===== config.mk =====
export PLATFORM = sky130hd
export DESIGN_NAME = tpm_spi_phy
export DESIGN_NICKNAME = d
export VERILOG_FILES = /design/src/rtl/tpm_spi_pkg.sv /design/src/rtl/tpm_spi_sync.sv /design/src/rtl/tpm_spi_phy.sv
export SDC_FILE = /design/constraint.sdc
export NUM_CORES = 1
export LEC_CHECK = 0
export CAP_MARGIN = 20
export CORE_ASPECT_RATIO = 1.4
export CORE_UTILIZATION = 58
export CTS_CLUSTER_DIAMETER = 80
export CTS_CLUSTER_SIZE = 8
export DETAILED_ROUTE_END_ITERATION = 16
export PLACE_DENSITY = 0.81
export SKIP_CTS_REPAIR_TIMING = 1
export SYNTH_ARGS = -nofsm -noshare
export SYNTH_HDL_FRONTEND = slang
export SYNTH_SLANG_ARGS = --single-unit

===== constraint.sdc =====
create_clock -name clock -period 3.7 [get_ports clock]
set_input_delay 0.74 -clock clock [delete_from_list [all_inputs] [get_ports clock]]
set_output_delay 0.74 -clock clock [all_outputs]
set_load 0.02 [all_outputs]

===== src/rtl/tpm_spi_pkg.sv =====
// Shared constants for the TPM SPI front end: TX request FSM encoding,
// the SPI mode served by the PHY, and the idle MISO byte.
package tpm_spi_pkg;

    localparam logic [1:0] T_IDLE   = 2'd0;
    localparam logic [1:0] T_REQ    = 2'd1;
    localparam logic [1:0] T_LOADED = 2'd2;

    // {CPOL, CPHA}: sample MOSI on SCLK rise, change MISO on SCLK fall.
    localparam logic [1:0] SPI_MODE = 2'b00;

    localparam logic [7:0] DEFAULT_TX_BYTE = 8'h00;

endpackage


===== src/rtl/tpm_spi_sync.sv =====
// Multi-flop synchroniser for one raw SPI pin; the reset value matches the
// pin's idle level so reset never produces a spurious edge.
module tpm_spi_sync #(
    parameter int   STAGES    = 2,
    parameter logic RESET_VAL = 1'b0
) (
    input  logic clock,
    input  logic reset_n,
    input  logic i_d,
    output logic o_q
);

    logic [STAGES-1:0] r_chain;

    always_ff @(posedge clock or negedge reset_n) begin
        if (!reset_n) begin
            r_chain <= {STAGES{RESET_VAL}};
        end else begin
            r_chain[0] <= i_d;
            for (int i = 1; i < STAGES; i++) begin
                r_chain[i] <= r_chain[i-1];
            end
        end
    end

    assign o_q = r_chain[STAGES-1];

endmodule


===== src/rtl/tpm_spi_phy.sv =====
// Byte-level SPI mode-0 slave PHY: oversamples the pins in the system clock
// domain, assembles RX bytes and serialises controller-supplied TX bytes.
module tpm_spi_phy
    import tpm_spi_pkg::*;
#(
    parameter int         SYNC_STAGES = 2,
    parameter logic [7:0] DEFAULT_TX  = DEFAULT_TX_BYTE
) (
    input  logic       clock,
    input  logic       reset_n,
    input  logic       pin_SCLK,
    input  logic       pin_CS_n,
    input  logic       pin_MOSI,
    output logic       pin_MISO,
    output logic       pin_MISO_oe,
    output logic       SPI_CS_n,
    output logic [7:0] SPI_RX_byte,
    output logic       SPI_RX_valid,
    output logic       SPI_TX_prepare,
    input  logic [7:0] SPI_TX_byte,
    input  logic       SPI_TX_valid,
    output logic       SPI_TX_ack
);

    logic       w_sclk_s;
    logic       w_cs_s;
    logic       w_mosi_s;
    logic       w_rise;
    logic       w_fall;
    logic       w_cs_fall;
    logic       w_cs_rise;
    logic       w_sel;
    logic       w_boundary;

    logic       r_sclk_d;
    logic       r_cs_d;
    logic [2:0] r_bit_cnt;
    logic [7:0] r_rx_shift;
    logic [7:0] r_rx_byte;
    logic       r_rx_valid;
    logic [7:0] r_tx_shift;
    logic [7:0] r_tx_buf;
    logic       r_tx_buf_full;
    logic [1:0] r_tx_state;
    logic       r_tx_prepare;
    logic       r_tx_ack;

    tpm_spi_sync #(.STAGES(SYNC_STAGES), .RESET_VAL(1'b0)) u_sync_sclk (
        .clock(clock), .reset_n(reset_n), .i_d(pin_SCLK), .o_q(w_sclk_s)
    );
    tpm_spi_sync #(.STAGES(SYNC_STAGES), .RESET_VAL(1'b1)) u_sync_cs (
        .clock(clock), .reset_n(reset_n), .i_d(pin_CS_n), .o_q(w_cs_s)
    );
    tpm_spi_sync #(.STAGES(SYNC_STAGES), .RESET_VAL(1'b0)) u_sync_mosi (
        .clock(clock), .reset_n(reset_n), .i_d(pin_MOSI), .o_q(w_mosi_s)
    );

    assign w_rise     = w_sclk_s & ~r_sclk_d;
    assign w_fall     = ~w_sclk_s & r_sclk_d;
    assign w_cs_fall  = ~w_cs_s & r_cs_d;
    assign w_cs_rise  = w_cs_s & ~r_cs_d;
    assign w_sel      = ~w_cs_s;
    // The fall after the eighth rise is where the next slot's byte is loaded.
    assign w_boundary = w_sel & w_fall & (r_bit_cnt == 3'd0);

    always_ff @(posedge clock or negedge reset_n) begin
        if (!reset_n) begin
            r_sclk_d      <= 1'b0;
            r_cs_d        <= 1'b1;
            r_bit_cnt     <= 3'd0;
            r_rx_shift    <= 8'h00;
            r_rx_byte     <= 8'h00;
            r_rx_valid    <= 1'b0;
            r_tx_shift    <= 8'hFF;
            r_tx_buf      <= 8'h00;
            r_tx_buf_full <= 1'b0;
            r_tx_state    <= T_IDLE;
            r_tx_prepare  <= 1'b0;
            r_tx_ack      <= 1'b0;
        end else begin
            r_sclk_d     <= w_sclk_s;
            r_cs_d       <= w_cs_s;
            r_rx_valid   <= 1'b0;
            r_tx_prepare <= 1'b0;
            r_tx_ack     <= 1'b0;

            if (w_cs_fall) begin
                r_bit_cnt     <= 3'd0;
                r_tx_shift    <= DEFAULT_TX;
                r_tx_buf_full <= 1'b0;
                r_tx_state    <= T_IDLE;
            end else if (w_cs_rise) begin
                // Abort: any partial RX byte is dropped, pending TX byte discarded.
                r_bit_cnt     <= 3'd0;
                r_tx_buf_full <= 1'b0;
                r_tx_state    <= T_IDLE;
            end else if (w_sel) begin
                if (w_rise) begin
                    r_rx_shift <= {r_rx_shift[6:0], w_mosi_s};
                    r_bit_cnt  <= r_bit_cnt + 3'd1;
                    if (r_bit_cnt == 3'd7) begin
                        r_rx_byte  <= {r_rx_shift[6:0], w_mosi_s};
                        r_rx_valid <= 1'b1;
                    end
                end else if (w_fall) begin
                    if (r_bit_cnt != 3'd0) begin
                        r_tx_shift <= {r_tx_shift[6:0], 1'b0};
                    end else begin
                        r_tx_shift    <= r_tx_buf_full ? r_tx_buf : DEFAULT_TX;
                        r_tx_buf_full <= 1'b0;
                    end
                end

                // A boundary always wins over a same-cycle capture so a byte is
                // never loaded into a slot that has already started.
                if (w_boundary) begin
                    r_tx_state <= T_IDLE;
                end else if (w_rise && r_bit_cnt == 3'd0 && r_tx_state == T_IDLE) begin
                    r_tx_state   <= T_REQ;
                    r_tx_prepare <= 1'b1;
                end else if (r_tx_state == T_REQ && SPI_TX_valid) begin
                    r_tx_buf      <= SPI_TX_byte;
                    r_tx_buf_full <= 1'b1;
                    r_tx_ack      <= 1'b1;
                    r_tx_state    <= T_LOADED;
                end
            end
        end
    end

    assign SPI_CS_n       = r_cs_d;
    assign pin_MISO_oe    = ~r_cs_d;
    assign pin_MISO       = r_tx_shift[7];
    assign SPI_RX_byte    = r_rx_byte;
    assign SPI_RX_valid   = r_rx_valid;
    assign SPI_TX_prepare = r_tx_prepare;
    assign SPI_TX_ack     = r_tx_ack;

endmodule


Yosys cells after proc, flatten, opt, wreduce, memory -nomap -nowiden --
Index checks and enable logic that the tools add are counted.
Word-level totals: flip-flop bits (word level) 48, bits of input ports 14, output and inout bits 14, word-level logic and storage cells 93
Cells by class: add/subtract/negate cells 1, equal/unequal tests 6, muxes and demuxes 42, bitwise operators 14, reduce and logical (&&, ||, !) cells 15
Operators by type and width (count):
- 8-bit two-way mux | 7
- 1-bit two-way mux | 25
- 2-bit two-way mux | 6
- 3-bit two-way mux | 4
- 1-bit inverter | 8
- 4-bit AND reduction | 2
- 1-bit bitwise AND | 6
- 6-bit AND reduction | 1
- 3-bit nonzero test | 2
- 5-bit AND reduction | 1
- 5-bit nonzero test | 1
- 2-bit inequality test, second input constant | 2
- 2-bit AND reduction | 2
- 3-bit by 1-bit adder with 3-bit output, second input constant | 1
- 3-bit equality test, second input constant | 1
- 1-bit logical AND | 3
- 3-bit zero test | 1
- 3-bit inequality test, second input constant | 1
- 2-bit by 1-bit equality test with 1-bit output, second input constant | 1
- 2-bit zero test | 1
- 2-bit by 1-bit inequality test with 1-bit output, second input constant | 1
- 2-bit nonzero test | 1

Longest topological paths before layout --
depth in word-level cells 10, gate-level depth with buffers 7, gate-level depth less buffers 5

Modules after synthesis --
Synthesis repeated with hierarchy kept, for this count alone.
Second synthesis, totals: cells, all modules 161, area, all modules 2052.0 um2
Modules (own cells, without submodules):
- tpm_spi_phy | times used 1, cells an instance 155, area each 1899.3 um2, seq. area each 1062.3 um2
- tpm_spi_sync (u_sync_mosi ...) | times used 2, cells an instance 2, area each 50.0 um2, seq. area each 50.0 um2
- tpm_spi_sync (u_sync_cs) | times used 1, cells an instance 2, area each 52.6 um2, seq. area each 52.6 um2

Worst setup path after synthesis --
No wires, ideal clock.
kind reg2reg, start register r_cs_d (netlist: SPI_CS_n), end register r_tx_buf[0], library setup time 0.125 ns, data arrival time 2.019 ns, data required time 3.575 ns, path slack 1.556 ns, cell stages (with the launch flop) 6, path buffers 0, clock period less this slack 2.144 ns, cells stage by stage dfstp_2 -> inv_1 -> ha_1 -> inv_1 -> nor4b_4 -> mux2_2
Between the ends: cells in the longest elaborated chain, start to end 4, elaborated cells between the ends (all ways) 6, those cells by class 5 x bitwise; 1 x reduce/logical
RTL lines:
- start: declaration | line tpm_spi_phy.sv:36 | logic r_cs_d;
- start signal: assignment | line tpm_spi_phy.sv:82 | r_cs_d <= w_cs_s;
- 1-bit inverter
- named net pin_MISO_oe | line tpm_spi_phy.sv:15 | output logic pin_MISO_oe,
- 1-bit bitwise AND | line tpm_spi_phy.sv:61 | assign w_cs_rise = w_cs_s & ~r_cs_d;
- 1-bit inverter (no line)
- 6-bit AND reduction (no line)
- end signal: assignment | line tpm_spi_phy.sv:122 | r_tx_buf <= SPI_TX_byte;
- end: declaration | line tpm_spi_phy.sv:42 | logic [7:0] r_tx_buf;
The timed path passes the listed nets, and every way through them passes these cells. A chain may end at the register's enable or synchronous reset.

Worst setup path after layout --
start register r_cs_d (netlist: SPI_CS_n), end output port pin_MISO_oe
Between the ends: cells in the longest elaborated chain, start to end 1
RTL lines:
- 1-bit inverter | line tpm_spi_phy.sv:132 | assign pin_MISO_oe = ~r_cs_d;
- end: declaration | line tpm_spi_phy.sv:15
No other way between the ends.

==> summary.txt <==
Final layout
  • Inserted Diodes: 0
  • Area added between synthesis and finish: 20.6%
  • Layout cells sized above 1: 29.1%
  • Final #Nets: between 200 and 250

Timing
  • TNS Setup: 0 ns
  • Fmax achieved: 0.447 GHz
  • Slew @ Worst Pin: 0.619 ns
  • Max Slew Vio Count: 0
  • Clock skew: between 0.007 and 0.008 ns
  • RSZ-0062 raised after global routing: no
  • Endpoints failing setup: 0
  • Slew headroom: 58.5%
  • Final Hold Violating Endpoints: 0
  • Post-layout min period: between 2 and 2.5 ns
  • PnR worst setup slack: approximately 1.5 ns
  • Crit share post-route: slightly above 60%
  • Hold Slack: 0.245 ns

Die
  • Die Wd: between 50 and 60 um
  • IO Count: 28
  • Initial Util: about three fifths
  • Die footprint: approximately 3800 sq um
  • Die Y-Extent: 72.9 um
  • CORE AREA: about 3400 sq um
  • # rows: 25

Power and ir drop
  • Leak pwr: between 1 and 1.5 nW
  • Pwr per Cell Area: 516 nW/um^2
  • Peak VDD IR: approximately 0.54 mV

Drt
  • Number of DRC markers in iteration 0: 25
  • Total Wirelength: approximately 3900 um
  • DR DRC count: 0
  • Vias per cell: about 6.0
  • Antenna-violating nets left: 0
  • Via Count: about 1300
  • First-pass detailed-route iteration total: 4
  • Routed len/inst: between 15 and 20 um

CTS
  • Clock slew at reported path FFs: around 0.09 ns
  • Clk_lat worst skew: 0.30 ns
  • Root Driver: clkbuf_8
  • Max Buffers Root-to-Sink: 2
  • # clock sinks: 48
  • CTS tree: built
  • CTS Buf Count: 5
  • H-Tree Depth: 2

Worst setup path
  • Slack of the worst reg-to-reg path: 1.50 ns
  • WP data arrival: 1.50 ns
  • Worst-path cell chain: inv_1 > clkdlybuf4s50_1
  • Critical Path Slowest Stage Cell: dfstp_2
  • Critical Path Max Stage Delay: between 0.5 and 0.6 ns
  • Worst R2R Path Depth: 5
  • Worst flop-to-flop path startpoint: SPI_CS_n$_DFF_PN1_
  • Critical Path RT: around 3.0 ns
  • CP max FO: 5
  • WS Path Type: flip-flop to primary output
  • R2r endpoint: r_tx_buf[6]$_DFFE_PN0P_
  • Delay-heaviest family, CP: buffers and inverters
  • CP Buf/Inv Count: 2
  • CP Capture Type: primary output
  • CP Launch Type: flip-flop
  • CP startpoint: SPI_CS_n$_DFF_PN1_

Min path
  • Worst Hold Class: input port to async pin

GRT
  • Antenna violations before repair: 0
  • Vias in the first global route: ~1400
  • GR Overflow Total: 0
  • Largest net degree at the start of global routing: 49
  • First-pass GRT wire length: 6490 um
  • Total GRT Usage: a little under a quarter

Logic synthesis
  • Sequential element share of the synthesized area: between 50% and 60%
  • Number of synthesized register bits: 48
  • Synth Flop Type: dfrtp_1
  • Synth cell types: 36
  • Avg Inst Size Synth: approximately 14 sq um
  • Ys Warns: 0
  • Async SR Flop Fraction: 100%
  • Post-synth EDFFs: 0
  • Syn Nets: 169
  • Mapped Cells: approximately 150
  • Syn Std Cell Area: between 2000 and 2500 sq um

Placed design
  • Setup WS pre-CTS: roughly 1.2 ns
  • Post-DP HPWL: between 2000 and 3000 um
  • PortBufs: 27
  • Final GP Congestion: 0.749

Run status
  • Status: completed

Flow run
  • Max cap viols: 0
sequential cells by signal, indices dropped and copies added (netlist names), 3 cells and up:
register,cells
r_bit_cnt,3
SPI_RX_byte,8
r_tx_buf,8
r_tx_shift,8
r_rx_shift,7
cell families (layout without fill, tap and decap cells):
group / count (synthesis) / in the layout / share of synthesized area, %
AO/OA/AOI/OAI: 23 / 23 / 8.46
multiplexers: 27 / 27 / 14.5
AND/OR/NAND/NOR: 35 / 35 / 13.0
flip-flops: 48 / 48 / 58.3
buffers and inverters: 10 / 43 / 2.22
adder cells (fa/ha/maj): 6 / 6 / 3.60
metrics by stage:
| stage | std cells | utilization, % | power [W] | cell area [sq um] |
|---|---|---|---|---|
| 3_3_place_gp | 213 | 69.8 | 0.000903 | 2380 |
| 5_1_grt | 222 | 73.8 | 0.00136 | 2510 |
| 4_1_cts | 221 | 73.2 | 0.00131 | 2490 |
| 3_5_place_dp | 213 | 69.8 | 0.000928 | 2380 |
| 6_report | 222 | 73.8 | 0.00130 | 2510 |
| 2_1_floorplan | 149 | - | 0.000848 | 2080 |
cell type report:
type                       count  area, sq um
sequential                    48         1210
timing repair buffer          28          285
clock buffer                   5         68.8
fill                         223          895
multi-input combinational     91          823
tap                           40         50.0
inverter                       7         26.3
clock inverter                 3         46.3
worst max-delay path by stage:
| stage | end | depth (start not counted) |
|---|---|---|
| finish | pin_MISO_oe | 2 |
| CTS | pin_MISO_oe | 2 |
| global route | r_tx_buf[6]$_DFFE_PN0P_ | 5 |
| floorplan | r_tx_buf[0]$_DFFE_PN0P_ | 5 |
| global placement | r_tx_buf[5]$_DFFE_PN0P_ | 4 |
| detailed placement | r_tx_buf[6]$_DFFE_PN0P_ | 4 |
placed cells by master, fill, tap and decap left out, types with 2 or more instances in the layout:
master,Yosys,layout
mux2_2,25,25
a21oi_1,8,8
mux2i_1,2,2
dfrtp_1,37,37
clkbuf_8,0,5
nor3_1,2,2
nor3b_1,2,2
dfstp_2,11,11
nor2_1,4,4
and4b_1,7,7
nand2_1,6,6
nand2b_1,3,3
o2bb2ai_1,7,7
inv_1,7,7
ha_1,6,6
clkdlybuf4s50_1,0,26
per-layer routing:
metal	GRT usage, %	vias to the layer above	routed length [um]
li1	-	617	-
met1	27.7	676	1570
met2	41.8	25	2100
met3	6.04	4	140
met4	8.77	0	61
met5	0	-	0
power by group:
group	internal, W	leakage (nW)	switching [W]
clock	0.000203	0.0548	0.000174
sequential	0.000608	0.604	0.0000714
combinational	0.000122	0.460	0.000119
total	0.000934	1.12	0.000364
cells in the mapped netlist (2+ instances only):
cell type / number / share of area, %
dfrtp_1: 37 / 44
mux2_2: 25 / 14
dfstp_2: 11 / 14
a21oi_1: 8 / 1.9
and4b_1: 7 / 3.4
inv_1: 7 / 1.3
o2bb2ai_1: 7 / 2.9
ha_1: 6 / 3.6
nand2_1: 6 / 1.1
nor2_1: 4 / 0.72
nand2b_1: 3 / 0.90
mux2i_1: 2 / 0.96
nor3_1: 2 / 0.48
nor3b_1: 2 / 0.72
Note: power is estimated with default switching activity, not from simulation.
